### src/rtl/spi_display_rx.sv
// SPI mode-0 slave front end for the display register file: oversamples SCLK/SS/MOSI,
// assembles (address, data) byte pairs into write strobes and echoes accepted bytes on MISO.
module spi_display_rx #(
   parameter int unsigned SYNC_STAGES  = 2,
   parameter int unsigned PAIR_TIMEOUT = 1023
) (
   input  logic       block_clk_i,
   input  logic       rst_i,
   input  logic       spi_sclk_i,
   input  logic       spi_ss_i,
   input  logic       spi_mosi_i,
   output logic       spi_miso_o,
   output logic       wr_en_o,
   output logic [7:0] wr_addr_o,
   output logic [7:0] wr_data_o,
   output logic       frame_err_o,
   output logic       busy_o
);

   localparam int unsigned TW = (PAIR_TIMEOUT < 2) ? 1 : $clog2(PAIR_TIMEOUT + 1);
   localparam logic [TW-1:0] TIMEOUT_LAST = TW'(PAIR_TIMEOUT);

   typedef enum logic [1:0] {IDLE, ADDR, DATA} state_t;

   state_t                 state, state_n;
   logic [SYNC_STAGES-1:0] sclk_sync, ss_sync, mosi_sync;
   logic                   sclk_d, ss_d;
   logic                   sclk_s, ss_s, mosi_s;
   logic                   sclk_rise, sclk_fall, ss_rise, ss_fall;
   logic [7:0]             shift, tx, tx_next, echo, pend_addr;
   logic [2:0]             bit_cnt;
   logic                   byte_valid;
   logic [TW-1:0]          timer;
   logic                   timeout;
   logic                   wr_en_n, err_n, take_addr, take_data, drop_addr;

   assign sclk_s    = sclk_sync[SYNC_STAGES-1];
   assign ss_s      = ss_sync[SYNC_STAGES-1];
   assign mosi_s    = mosi_sync[SYNC_STAGES-1];
   assign sclk_rise = sclk_s & ~sclk_d;
   assign sclk_fall = ~sclk_s & sclk_d;
   assign ss_rise   = ss_s & ~ss_d;
   assign ss_fall   = ~ss_s & ss_d;
   assign busy_o    = ~ss_s;
   assign timeout   = (timer == TIMEOUT_LAST);

   // On the SS-fall cycle tx is not yet loaded, so bypass straight from echo.
   assign spi_miso_o = ss_s ? 1'b0 : (ss_d ? echo[7] : tx[7]);

   always_ff @(posedge block_clk_i or posedge rst_i) begin
      if (rst_i) begin
         sclk_sync <= '0;
         ss_sync   <= '1;
         mosi_sync <= '0;
         sclk_d    <= 1'b0;
         ss_d      <= 1'b1;
      end else begin
         sclk_sync <= {sclk_sync[SYNC_STAGES-2:0], spi_sclk_i};
         ss_sync   <= {ss_sync[SYNC_STAGES-2:0], spi_ss_i};
         mosi_sync <= {mosi_sync[SYNC_STAGES-2:0], spi_mosi_i};
         sclk_d    <= sclk_s;
         ss_d      <= ss_s;
      end
   end

   // tx_next snapshots echo at the last capture of a byte, before that byte is accepted,
   // and is swapped into tx on the trailing falling edge (bit counter already wrapped).
   always_ff @(posedge block_clk_i or posedge rst_i) begin
      if (rst_i) begin
         shift      <= '0;
         bit_cnt    <= '0;
         byte_valid <= 1'b0;
         tx         <= '0;
         tx_next    <= '0;
      end else begin
         byte_valid <= 1'b0;
         if (ss_rise) begin
            bit_cnt <= '0;
            shift   <= '0;
         end else if (sclk_rise && !ss_s) begin
            shift   <= {shift[6:0], mosi_s};
            bit_cnt <= bit_cnt + 3'd1;
            if (bit_cnt == 3'd7) begin
               byte_valid <= 1'b1;
               tx_next    <= echo;
            end
         end
         if (ss_fall) begin
            tx <= echo;
         end else if (sclk_fall && !ss_s) begin
            tx <= (bit_cnt == 3'd0) ? tx_next : {tx[6:0], 1'b0};
         end
      end
   end

   always_comb begin
      state_n   = state;
      wr_en_n   = 1'b0;
      err_n     = 1'b0;
      take_addr = 1'b0;
      take_data = 1'b0;
      drop_addr = 1'b0;
      if (ss_rise) begin
         state_n = IDLE;
         err_n   = (bit_cnt != 3'd0) || (state == DATA) || byte_valid;
      end else begin
         case (state)
            IDLE: if (ss_fall) state_n = ADDR;
            ADDR: if (byte_valid) begin
               take_addr = 1'b1;
               state_n   = DATA;
            end
            DATA: if (byte_valid) begin
               take_data = 1'b1;
               wr_en_n   = 1'b1;
               state_n   = ADDR;
            end else if (timeout) begin
               err_n     = 1'b1;
               drop_addr = 1'b1;
               state_n   = ADDR;
            end
            default: state_n = IDLE;
         endcase
      end
   end

   always_ff @(posedge block_clk_i or posedge rst_i) begin
      if (rst_i) begin
         state       <= IDLE;
         wr_en_o     <= 1'b0;
         frame_err_o <= 1'b0;
         wr_addr_o   <= '0;
         wr_data_o   <= '0;
         pend_addr   <= '0;
         echo        <= '0;
         timer       <= '0;
      end else begin
         state       <= state_n;
         wr_en_o     <= wr_en_n;
         frame_err_o <= err_n;
         timer       <= (state == DATA && state_n == DATA) ? timer + TW'(1) : '0;
         if (take_addr) begin
            pend_addr <= shift;
            echo      <= shift;
         end
         if (take_data) begin
            wr_addr_o <= pend_addr;
            wr_data_o <= shift;
            echo      <= shift;
         end
         if (drop_addr) pend_addr <= '0;
      end
   end

endmodule

### config.mk
export PLATFORM = sky130hd
export DESIGN_NAME = spi_display_rx
export DESIGN_NICKNAME = d
export VERILOG_FILES = /design/src/rtl/spi_display_rx.sv
export SDC_FILE = /design/constraint.sdc
export NUM_CORES = 1
export LEC_CHECK = 0
export BUFFER_PORTS_ARGS = -buffer_cell sky130_fd_sc_hd__buf_2
export CORE_UTILIZATION = 45
export CTS_BUF_LIST = sky130_fd_sc_hd__clkbuf_4
export CTS_CLUSTER_DIAMETER = 30
export DETAILED_ROUTE_END_ITERATION = 10
export PLACE_DENSITY = 0.7
export SETUP_SLACK_MARGIN = 0.5
export SLEW_MARGIN = 25
export SYNTH_ARGS = -nofsm -noshare
export SYNTH_HDL_FRONTEND = slang
export SYNTH_SLANG_ARGS = --single-unit
### constraint.sdc
create_clock -name block_clk_i -period 2.4 [get_ports block_clk_i]
set_input_delay 0.24 -clock block_clk_i [delete_from_list [all_inputs] [get_ports block_clk_i]]
set_output_delay 0.24 -clock block_clk_i [all_outputs]
set_load 0.02 [all_outputs]
======== Yosys cells after proc, flatten, opt, wreduce, memory -nomap -nowiden ========
Cells that the tools add are included.
operators by class
  multiply operators ...................... 0
  $lt $le $gt $ge ......................... 0
  $add $sub $neg .......................... 2
  shifts and indexed selects .............. 0
  muxes and demuxes ....................... 32
  reduce and logical (&&, ||, !) cells .... 14
  divide/modulo/power cells ............... 0
  bitwise operators ....................... 9
  equal/unequal tests ..................... 5
operator list
  kind                                           number
  2-to-1 mux 8 bit                               8
  2-to-1 mux 1 bit                               15
  adder 10 x 1 -> 10 bit, second input constant  1
  == test 10 bit, second input constant          1
  2-to-1 mux 10 bit                              1
  2-to-1 mux 2 bit                               5
  nonzero test 2 bit                             4
  2-to-1 mux 3 bit                               2
  one-hot mux 2 bit (3 select lines)             1
  inverter 1 bit                                 5
  bitwise AND 1 bit                              4
  == test 2 bit, second input constant           2
  adder 3 x 1 -> 3 bit, second input constant    1
  == test 3 bit, second input constant           1
  logical AND 1 bit                              3
  zero test 3 bit                                1
  AND reduction 3 bit                            1
  nonzero test 3 bit                             1
  == test 2 x 1 -> 1 bit, second input constant  1
  zero test 2 bit                                1
  logical OR 1 bit                               2
  zero test 1 bit                                1
storage, ports and cells
  output and inout port bits .............. 20
  memories kept ........................... 0
  input port bits ......................... 5
  ROM bits ................................ 0
  bits in latches ......................... 0
  word-level logic and storage cells ...... 80
  RAM bits ................................ 0
  register bits after elaboration ......... 82

======== Depth between registers and ports, before layout ========
Gate-level depths: netlist of run 1.
  depth after elaboration ................. 8
  depth in mapped cells ................... 7

======== Worst setup path before layout of run 1 ========
No wires, ideal clock.
  path type ............................... register to register
  from .................................... register ss_d
  to ...................................... register wr_addr_o[7]
  cell stages (with the launch flop) ...... 6
  setup time .............................. 125 ps
  arrival ................................. 1378 ps
  slack ................................... 897 ps
  buffers on the path ..................... 2
  path through ............................ dfstp_2 -> nand2b_1 -> buf_4 -> nand3_4 -> buf_6 -> mux2_4
on the way
  cells in the longest elaborated chain, start to end .. 3
RTL lines
  what                    line  text
  start, declared         27    logic sclk_d, ss_d;
  start signal, assigned  62    ss_d <= ss_s;
  inverter 1 bit          42    assign ss_rise = ss_s & ~ss_d;
  bitwise AND 1 bit       42
  2-to-1 mux 1 bit        103   if (ss_rise) begin
  end signal, assigned    147   wr_addr_o <= pend_addr;
  end, declared           14    output logic [7:0] wr_addr_o,
No other way between the ends.
A chain may end at the register's enable or synchronous reset.

======== Worst setup path after layout of run 1 ========
  from .................................... register ss_d
  to ...................................... output port spi_miso_o
on the way
  cells in the longest elaborated chain, start to end .. 2
RTL lines
  what                            line  text
  2-to-1 mux 1 bit (2 in series)  48    assign spi_miso_o = ss_s ? 1'b0 : (ss_d ? echo[7] : tx[7]);
  end, declared                   12    output logic spi_miso_o,
No other way between the ends.

==> results.sh, run 1 <==
export IMPL_slew_violations=0
export IMPL_criticalPathCategory="reg2out"
export IMPL_setup_repair_after_global_routing_missed_its_margin="no"
export IMPL_drcViolationCount=0
export IMPL_min_period_ns=1.659
export IMPL_multi_input_area_um2=1246
export IMPL_worstPathCellList="mux2i_1 > nor2_1 > buf_2"
export IMPL_core_area_um2=7253
export IMPL_final_setup_worst_slack_ns=0.7411
export IMPL_cts_path_max_buffers=2
export IMPL_most_frequent_standard_cell_in_the_layout_excluding_fill_and_tap_cells="sky130_fd_sc_hd__dfrtp_1"
export IMPL_wire_length_of_the_first_global_routing_pass_mm=9.867
export IMPL_first_iter_violations=117
export IMPL_postSynthRegisterBits=82
export IMPL_final_nets=317
export IMPL_synthesis_nets=282
export IMPL_cts_root_buf="sky130_fd_sc_hd__clkbuf_4"
export IMPL_setup_tns_final_ns=0
export IMPL_mappedNetlistArea_um2=3372
export IMPL_postRouteWirelength_mm=5.827
export IMPL_worst_hold_path_num_cells=0
export IMPL_ioPinCount=25
export IMPL_synthXorXnorAreaFrac=0.01818
export IMPL_worst_ir_drop_vdd_mv=0.2881
export IMPL_globalRouteTotalUtil=0.1694
export IMPL_n_fill_cell=642
export IMPL_reg2reg_depth=3
export IMPL_synth_fa_ha_area_frac=0.01484
export IMPL_regToRegStartpoint="ss_d"
export IMPL_finalHoldViolCount=0
export IMPL_synth_simple_area_share=0.1180
export IMPL_hold_class="reg2reg"
export IMPL_cp_slowest_stage_delay_ns=0.60
export IMPL_die_area_um2=7844
export IMPL_worst_r2r_setup_slack_ns=0.75
export IMPL_cp_endpoint_kind="output port"
export IMPL_num_antenna_cells=0
export IMPL_status="complete, no violations"
export IMPL_cts_htree_levels=3
export IMPL_mostFrequentLayoutCells="79 x sky130_fd_sc_hd__dfrtp_1, 40 x sky130_fd_sc_hd__nand2_1, 24 x sky130_fd_sc_hd__buf_2, 23 x sky130_fd_sc_hd__mux2_2, 22 x sky130_fd_sc_hd__nor2_1"
export IMPL_worst_setup_slack_before_clock_tree_synthesis_ns=0.4628
export IMPL_cts_buffers=9
export IMPL_initial_core_util=0.4649
export IMPL_layout_area_overhead_vs_synth_pct=13.02
export IMPL_drv_cap=0
export IMPL_final_setup_skew_ns=0.02205
export IMPL_layout_cell_area_non_filler_um2=3811
export IMPL_place_port_buffers=24
export IMPL_grt_antenna_before_repair=0
export IMPL_synth_mux_area_fraction=0.1436
export IMPL_setup_viol=0
export IMPL_area_occupied_by_registers_um2=2056
export IMPL_dominant_combinational_cell_family_by_area_after_synthesis="multiplexers"
export IMPL_path_clk_slew_ns=0.12
export IMPL_worstPathMaxFanout=6
export IMPL_worst_slew_pin_transition_ns=0.6452
export IMPL_period_share=0.6912
export IMPL_fraction_of_the_mapped_netlist_area_in_compound_gates=0.07273
export IMPL_rows=31
export IMPL_final_layout_size_suffix_gt1_frac=0.2788
export IMPL_relative_slew_margins=0.5698
export IMPL_setup_worst_path_start="ss_d"
export IMPL_synthesis_instances=273
export IMPL_post_dp_hpwl_mm=3.989
export IMPL_hold_start="sclk_sync[0]"
export IMPL_worst_setup_path_start_kind="register"
export IMPL_critical_path_arrival_ns=1.42
export IMPL_timing_critical_path_slowest_stage_cell="sky130_fd_sc_hd__dfstp_2"
export IMPL_synth_distinct_cells=37
export IMPL_synth_warnings=0
export IMPL_proportion_of_synthesized_chip_area_in_sequential_cells=0.6096
export IMPL_gpl_final_weighted_congestion=0.7233
export IMPL_drt_pass1_iterations=4
export IMPL_timing_rr_end="wr_data_o[7]"
export IMPL_grt_pass1_vias=2085
export IMPL_grt_start_max_net_pins=49
export IMPL_die_height_um=88.57
export IMPL_antenna_left=0
export IMPL_layout_core_utilization=0.5254
export IMPL_min_delay_worst_endpoint="sclk_sync[1]"
export IMPL_critPathRequiredTime_ns=2.16
export IMPL_fmaxAchievable_mhz=602.8
export IMPL_cts_sink_count=82
export IMPL_worstSkewPairLatency_ns=0.42
export IMPL_tritoncts="done"
export IMPL_overflow=0
export IMPL_vias_per_cell=5.061
export IMPL_placed_instance_area_um2=3606
export IMPL_p_per_area_nw_per_um2=634.9
export IMPL_synthesis_area_per_instance_um2=12.35
export IMPL_leakagePower_nw=1.924
export IMPL_routed_via_count=2080
export IMPL_avgRoutedWirePerCell_um=14.18
export IMPL_floorplan_die_width_um=88.57
[worst max path at each step]
| stage | depth (start not counted) | end | slack, ns |
|---|---|---|---|
| finish | 3 | spi_miso_o | 0.74 |
| global route | 4 | pend_addr[1] | 0.65 |
| CTS | 3 | wr_data_o[6] | 0.54 |
| detailed placement | 4 | pend_addr[4] | 0.46 |
| global placement | 4 | pend_addr[0] | 0.52 |
| floorplan | 5 | wr_addr_o[7] | 0.90 |
[logic make-up (layout without fill, tap and decap cells)]
family                     count (synthesis)  after routing
DFF                                       82             82
muxes                                     41             41
adders and majority gates                  4              4
buffers and inverters                     16             55
and+or+nand+nor                           86             86
AOI/OAI and AO/OA                         37             37
xor gates and xnor gates                   7              7
[where the power goes]
group	total, mW	internal (mW)	switching, mW	leakage, nW
registers	1.42	1.40	0.0173	1.12
logic	0.112	0.0338	0.0783	0.722
clock network	0.890	0.421	0.469	0.0824
[worst max-delay path, delay by kind of cell, from the launching register on]
kind | cells | cell delay (ns)
buffers and inverters | 1 | 0.15
DFF | 1 | 0.60
muxes | 1 | 0.21
and+or+nand+nor | 1 | 0.05
[per-layer routing]
layer | wire length [um] | vias up | global-route usage | part of all wire
met5 | 0 | - | 0 | 0
met4 | 146 | 0 | 0.09677 | 0.025
met3 | 154 | 13 | 0.03078 | 0.026
met2 | 2722 | 32 | 0.2559 | 0.47
met1 | 2804 | 1025 | 0.2308 | 0.48
li1 | - | 1010 | - | -
[registers in the layout, indices dropped and copies added, names as in the netlist]
name         cells
bit_cnt          3
byte_valid       1
echo             8
frame_err_o      1
mosi_sync        2
pend_addr        8
sclk_d           1
sclk_sync        2
shift            8
ss_d             1
ss_sync          2
state            2
timer           10
tx               8
tx_next          8
wr_addr_o        8
wr_data_o        8
wr_en_o          1
[cell type report]
type	instances	share of cell area
repair buffers	33	0.05187
clock inverters	6	0.02364
clock buffers	9	0.01773
multi-input cells	175	0.3270
flip-flops and latches	82	0.5394
well taps	99	0.03250
inverters	7	0.007879
[stage by stage]
| step | instances | hold WS (ns) | power (mW) |
|---|---|---|---|
| 4_1_cts | 411 | 0.3610 | 2.445 |
| 3_3_place_gp | 392 | 0.3335 | 1.551 |
| 6_report | 411 | 0.3601 | 2.420 |
| 3_5_place_dp | 392 | 0.3347 | 1.553 |
| 5_1_grt | 411 | 0.3730 | 2.514 |
| 2_1_floorplan | 273 | 0.2445 | 1.513 |
[repair_timing]
item	in CTS	in global routing
setup endpoints to repair	8	29
buffers inserted	0	0
endpoints found under the hold margin	37	0
gates cloned	0	0
hold buffers	4	0
resized for setup	1	1
[Yosys cell counts (all sizes together)]
cell / count / area share
dfrtp: 79 / 0.59
nand2: 40 / 0.045
mux2: 32 / 0.12
nor2: 23 / 0.026
o21ai: 14 / 0.021
a21oi: 9 / 0.013
mux2i: 9 / 0.027
a221o: 8 / 0.024
inv: 7 / 0.0078
nand3: 6 / 0.014
xor2: 6 / 0.016
buf: 5 / 0.011
nor2b: 5 / 0.010
clkbuf: 4 / 0.0045
ha: 4 / 0.015
dfstp: 3 / 0.023
nand2b: 3 / 0.0056
nand4: 3 / 0.0056
and2: 2 / 0.0037
and3: 2 / 0.0037
o211ai: 2 / 0.0059
a31oi: 1 / 0.0019
and4: 1 / 0.0026
o21a: 1 / 0.0022
o311ai: 1 / 0.0026
o31ai: 1 / 0.0022
or3: 1 / 0.0019
xnor2: 1 / 0.0026
No activity file was read; power rests on OpenSTA's default activity.
==> run 2, diff against run 1 <==
- PLACE_DENSITY: 0.7 -> 0.68
- clock period: 2.4 -> 1.61 ns (I/O delays scaled with it)
==> run 2 against run 1 <==
The flow now finishes with violations (negative setup slack); sequential share of layout area is 9.3 points lower; non-clock buffer count is 32 higher; die area unchanged; final area up 21%; power is 41% higher; flip-flop and latch count is the same; worst setup slack got worse by 0.77 ns; global-route usage up 2.9 points; cell count is 8.5% higher; combinational power grew 140%; sequential power up 49%; critical path type unchanged; critical endpoint unchanged.
==> results.sh, run 2 (synthesis results as in run 1) <==
export IMPL_place_port_buffers=24
export IMPL_first_iter_violations=151
export IMPL_vias_per_cell=5.090
export IMPL_globalRouteTotalUtil=0.1989
export IMPL_worst_r2r_setup_slack_ns=0.03
export IMPL_setup_tns_final_ns=-0.02719
export IMPL_wire_length_of_the_first_global_routing_pass_mm=11.53
export IMPL_final_setup_worst_slack_ns=-0.02719
export IMPL_drv_cap=0
export IMPL_critical_path_arrival_ns=1.48
export IMPL_critPathRequiredTime_ns=1.45
export IMPL_worst_slew_pin_transition_ns=0.4387
export IMPL_relative_slew_margins=0.7069
export IMPL_finalHoldViolCount=0
export IMPL_cp_endpoint_kind="output port"
export IMPL_reg2reg_depth=7
export IMPL_period_share=1.017
export IMPL_worst_setup_path_start_kind="register"
export IMPL_core_area_um2=7253
export IMPL_layout_area_overhead_vs_synth_pct=36.59
export IMPL_setup_repair_after_global_routing_missed_its_margin="yes"
export IMPL_largest_register="timer"
export IMPL_cts_path_max_buffers=2
export IMPL_gpl_final_weighted_congestion=0.7879
export IMPL_ioPinCount=25
export IMPL_cts_htree_levels=3
export IMPL_final_setup_skew_ns=0.01336
export IMPL_tritoncts="done"
export IMPL_routed_via_count=2270
export IMPL_grt_pass1_vias=2299
export IMPL_number_of_flip_flops_under_the_largest_register_name=10
export IMPL_die_area_um2=7844
export IMPL_leakagePower_nw=2.219
export IMPL_worst_ir_drop_vdd_mv=0.5615
export IMPL_cts_root_buf="sky130_fd_sc_hd__clkbuf_4"
export IMPL_postRouteWirelength_mm=7.255
export IMPL_path_clk_slew_ns=0.12
export IMPL_slew_violations=0
export IMPL_failed_checks="negative setup slack"
export IMPL_cts_buffers=9
export IMPL_min_period_ns=1.637
export IMPL_num_antenna_cells=0
export IMPL_cp_slowest_stage_delay_ns=0.56
export IMPL_layout_core_utilization=0.6350
export IMPL_timing_critical_path_slowest_stage_cell="sky130_fd_sc_hd__dfstp_2"
export IMPL_cts_sink_count=82
export IMPL_placed_instance_area_um2=3711
export IMPL_die_height_um=88.57
export IMPL_mostFrequentLayoutCells="79 x sky130_fd_sc_hd__dfrtp_1, 28 x sky130_fd_sc_hd__buf_6, 26 x sky130_fd_sc_hd__nand2_1, 20 x sky130_fd_sc_hd__mux2_4, 19 x sky130_fd_sc_hd__buf_4"
export IMPL_final_layout_size_suffix_gt1_frac=0.4928
export IMPL_fmaxAchievable_mhz=610.8
export IMPL_p_per_area_nw_per_um2=740.5
export IMPL_worstPathMaxFanout=2
export IMPL_hold_class="in2async"
export IMPL_avgRoutedWirePerCell_um=16.27
export IMPL_overflow=0
export IMPL_drcViolationCount=0
export IMPL_antenna_left=0
export IMPL_worstSkewPairLatency_ns=0.43
export IMPL_rows=31
export IMPL_timing_rr_end="pend_addr[6]"
export IMPL_most_frequent_standard_cell_in_the_layout_excluding_fill_and_tap_cells="sky130_fd_sc_hd__dfrtp_1"
export IMPL_post_dp_hpwl_mm=4.105
export IMPL_floorplan_die_width_um=88.57
export IMPL_layout_cell_area_non_filler_um2=4606
export IMPL_status="finished with violations"
export IMPL_criticalPathCategory="reg2out"
export IMPL_setup_viol=1
export IMPL_regToRegStartpoint="ss_d"
export IMPL_grt_antenna_before_repair=0
export IMPL_final_nets=351
export IMPL_grt_start_max_net_pins=41
export IMPL_initial_core_util=0.4649
export IMPL_drt_pass1_iterations=4
export IMPL_worstPathCellList="buf_6 > mux2i_1 > nor2_1 > buf_4"
run 2: area by class of cell:
cell class                 instances  area, um^2
clock inverter                     4       20.02
clock buffer                      12       90.09
inverter                           7       30.03
sequential                        82        2056
multi-input combinational        177        1568
tap                               99       123.9
timing repair buffer              65       718.2
fill                             561        2648
run 2: worst max-delay path, delay by kind of cell (launching register included):
kind | cells | cell delay [ns]
simple gates | 1 | 0.07
flops | 1 | 0.56
buf+inv | 2 | 0.24
mux | 1 | 0.18
run 2: per-layer routing:
layer | track usage | share of wire | vias to the layer above
met4 | 0.05718 | 0.011 | 0
met3 | 0.05317 | 0.025 | 10
met5 | 0 | 0 | -
met2 | 0.3196 | 0.52 | 39
met1 | 0.2670 | 0.45 | 1136
li1 | - | - | 1085
run 2: how the worst max path moves through the flow:
stage / startpoint / end / slack (ns)
final: ss_d / spi_miso_o / -0.03
after global routing: ss_d / spi_miso_o / -0.09
after CTS: ss_d / spi_miso_o / -0.05
after detailed placement: ss_d / wr_data_o[2] / -0.07
after global placement: ss_d / wr_data_o[6] / -0.02
after floorplan: ss_d / wr_addr_o[7] / 0.11
run 2: through the flow:
step / cells / power, mW / worst slack, ns / hold slack [ns]
after floorplan: 273 / 2.269 / 0.1131 / 0.1655
after global placement: 397 / 2.324 / -0.01662 / 0.1975
after detailed placement: 397 / 2.326 / -0.06935 / 0.1956
after CTS: 439 / 3.383 / -0.05160 / 0.2696
after global routing: 446 / 3.548 / -0.08533 / 0.2900
final: 446 / 3.410 / -0.02719 / 0.2734
run 2: where the power goes:
group / internal, mW / switching (mW)
Combinational: 0.109 / 0.155
Clock: 0.358 / 0.669
Sequential: 2.09 / 0.0319
run 2: what timing repair did:
action	4_1_cts	5_1_grt
setup buffers	17	7
resized for setup	94	45
cloned	5	0
pin swaps	5	16
endpoints found under the hold margin	17	0
setup endpoints to repair	94	94
hold buffers	4	0
==> run 3, diff against run 2 <==
- GPL_ROUTABILITY_DRIVEN: unset -> 0
- clock period: 1.61 -> 1.69 ns (I/O delays scaled with it)
==> run 3 against run 2 <==
The run now ends clean; sequential share of layout area down 0.50 points; flip-flop and latch count unchanged; routed wire length up 3.8%; critical path depth unchanged; worst hold slack better by 0.090 ns; sequential power down 5%; power down 2.4%; critical path type unchanged.
==> results.sh, run 3 (synthesis results as in run 1) <==
export IMPL_final_setup_worst_slack_ns=0.04370
export IMPL_worst_setup_path_start_kind="register"
export IMPL_path_clk_slew_ns=0.11
export IMPL_die_height_um=88.57
export IMPL_cts_path_max_buffers=2
export IMPL_cts_sink_count=82
export IMPL_mostFrequentLayoutCells="79 x sky130_fd_sc_hd__dfrtp_1, 25 x sky130_fd_sc_hd__mux2_4, 23 x sky130_fd_sc_hd__nand2_1, 20 x sky130_fd_sc_hd__buf_6, 20 x sky130_fd_sc_hd__buf_4"
export IMPL_setup_viol=0
export IMPL_cts_htree_levels=3
export IMPL_antenna_left=0
export IMPL_timing_rr_end="wr_data_o[1]"
export IMPL_post_dp_hpwl_mm=4.039
export IMPL_routed_via_count=2355
export IMPL_postRouteWirelength_mm=7.533
export IMPL_cts_root_buf="sky130_fd_sc_hd__clkbuf_4"
export IMPL_drt_pass1_iterations=4
export IMPL_final_layout_size_suffix_gt1_frac=0.5127
export IMPL_min_period_ns=1.646
export IMPL_worst_r2r_setup_slack_ns=0.13
export IMPL_hold_class="reg2reg"
export IMPL_globalRouteTotalUtil=0.2021
export IMPL_cp_endpoint_kind="output port"
export IMPL_min_delay_worst_endpoint="sclk_sync[1]"
export IMPL_regToRegStartpoint="ss_d"
export IMPL_drcViolationCount=0
export IMPL_period_share=0.9741
export IMPL_critical_path_arrival_ns=1.48
export IMPL_worstPathMaxFanout=2
export IMPL_largest_register="timer"
export IMPL_vias_per_cell=5.210
export IMPL_final_setup_skew_ns=0.01258
export IMPL_layout_area_overhead_vs_synth_pct=38.14
export IMPL_worstSkewPairLatency_ns=0.41
export IMPL_finalHoldViolCount=0
export IMPL_avgRoutedWirePerCell_um=16.67
export IMPL_most_frequent_standard_cell_in_the_layout_excluding_fill_and_tap_cells="sky130_fd_sc_hd__dfrtp_1"
export IMPL_fmaxAchievable_mhz=607.4
export IMPL_cts_buffers=9
export IMPL_relative_slew_margins=0.7077
export IMPL_core_area_um2=7253
export IMPL_grt_pass1_vias=2379
export IMPL_wire_length_of_the_first_global_routing_pass_mm=11.72
export IMPL_criticalPathCategory="reg2out"
export IMPL_initial_core_util=0.4649
export IMPL_worst_hold_path_num_cells=0
export IMPL_grt_antenna_before_repair=0
export IMPL_worst_ir_drop_vdd_mv=0.3895
export IMPL_slew_violations=0
export IMPL_status="complete, no violations"
export IMPL_worst_slew_pin_transition_ns=0.4384
export IMPL_critPathRequiredTime_ns=1.52
export IMPL_reg2reg_depth=5
export IMPL_tritoncts="done"
export IMPL_overflow=0
export IMPL_setup_repair_after_global_routing_missed_its_margin="yes"
export IMPL_p_per_area_nw_per_um2=714.4
export IMPL_die_area_um2=7844
export IMPL_num_antenna_cells=0
export IMPL_placed_instance_area_um2=3666
export IMPL_drv_cap=0
export IMPL_floorplan_die_width_um=88.57
export IMPL_grt_start_max_net_pins=83
export IMPL_leakagePower_nw=2.326
export IMPL_final_nets=357
export IMPL_number_of_flip_flops_under_the_largest_register_name=10
export IMPL_layout_core_utilization=0.6422
export IMPL_hold_start="sclk_sync[0]"
export IMPL_rows=31
export IMPL_worst_setup_slack_before_clock_tree_synthesis_ns=0.03960
export IMPL_layout_cell_area_non_filler_um2=4658
export IMPL_ioPinCount=25
export IMPL_first_iter_violations=130
export IMPL_place_port_buffers=24
==> run 3: cell count changes in the layout (fill, tap and decap cells not counted), moves of 3 or more <==
cell	delta
sky130_fd_sc_hd__nor2_4	-3
sky130_fd_sc_hd__buf_2	+13
sky130_fd_sc_hd__nand2_4	+8
sky130_fd_sc_hd__buf_6	-8
sky130_fd_sc_hd__mux2_4	+5
sky130_fd_sc_hd__nand2_2	-5
sky130_fd_sc_hd__mux2_2	-5
sky130_fd_sc_hd__nand2_1	-3
==> run 3: timing repair <==
| action | 4_1_cts | 5_1_grt |
|---|---|---|
| buffers inserted | 22 | 8 |
| hold buffers | 4 | 0 |
| endpoints found under the setup margin | 75 | 86 |
| endpoints found under the hold margin | 82 | 0 |
| cloned | 7 | 0 |
| gates resized for setup | 98 | 43 |
| pin swaps | 14 | 4 |
==> run 3: final cells by class <==
class                           count  area [um^2]
Fill cell                         529         2595
Sequential cell                    82         2056
Multi-Input combinational cell    176         1607
Timing Repair Buffer               72        725.7
Tap cell                           99        123.9
Clock buffer                       11        82.58
Inverter                            7        32.53
Clock inverter                      5        31.28
==> run 3: where the power goes <==
group / switching, mW / internal, mW
registers: 0.0282 / 1.99
clock network: 0.652 / 0.328
logic: 0.185 / 0.145
==> run 3: how the worst max path moves through the flow <==
stage / start / to / slack [ns] / cells after the start
2_1_floorplan: ss_d / wr_addr_o[7] / 0.19 / 5
3_3_place_gp: bit_cnt[0] / tx_next[2] / 0.09 / 4
3_5_place_dp: bit_cnt[0] / tx_next[1] / 0.04 / 4
4_1_cts: ss_d / spi_miso_o / 0.06 / 4
5_1_grt: ss_d / spi_miso_o / -0.01 / 4
6_report: ss_d / spi_miso_o / 0.04 / 4
==> run 3: layer usage <==
metal,track usage,vias up,part of all wire
met3,0.03731,13,0.031
li1,-,1104,-
met1,0.2691,1199,0.44
met4,0.08944,0,0.018
met5,0,-,0
met2,0.3245,39,0.51
==> run 3: through the flow <==
stage	cells	power, mW	setup TNS, ns	hold WS [ns]
final	452	3.328	0	0.3633
after global routing	452	3.458	-0.01017	0.3716
after CTS	444	3.312	0	0.3652
after detailed placement	395	2.214	0	0.2776
after global placement	395	2.211	0	0.2786
after floorplan	273	2.157	0	0.1735
==> run 3: worst max-delay path: stages, from the launching register on <==
cell and delay [ns]:
sky130_fd_sc_hd__dfstp_2 0.56, sky130_fd_sc_hd__buf_6 0.10, sky130_fd_sc_hd__mux2i_1 0.20, sky130_fd_sc_hd__nor2_1 0.07
sky130_fd_sc_hd__buf_4 0.15
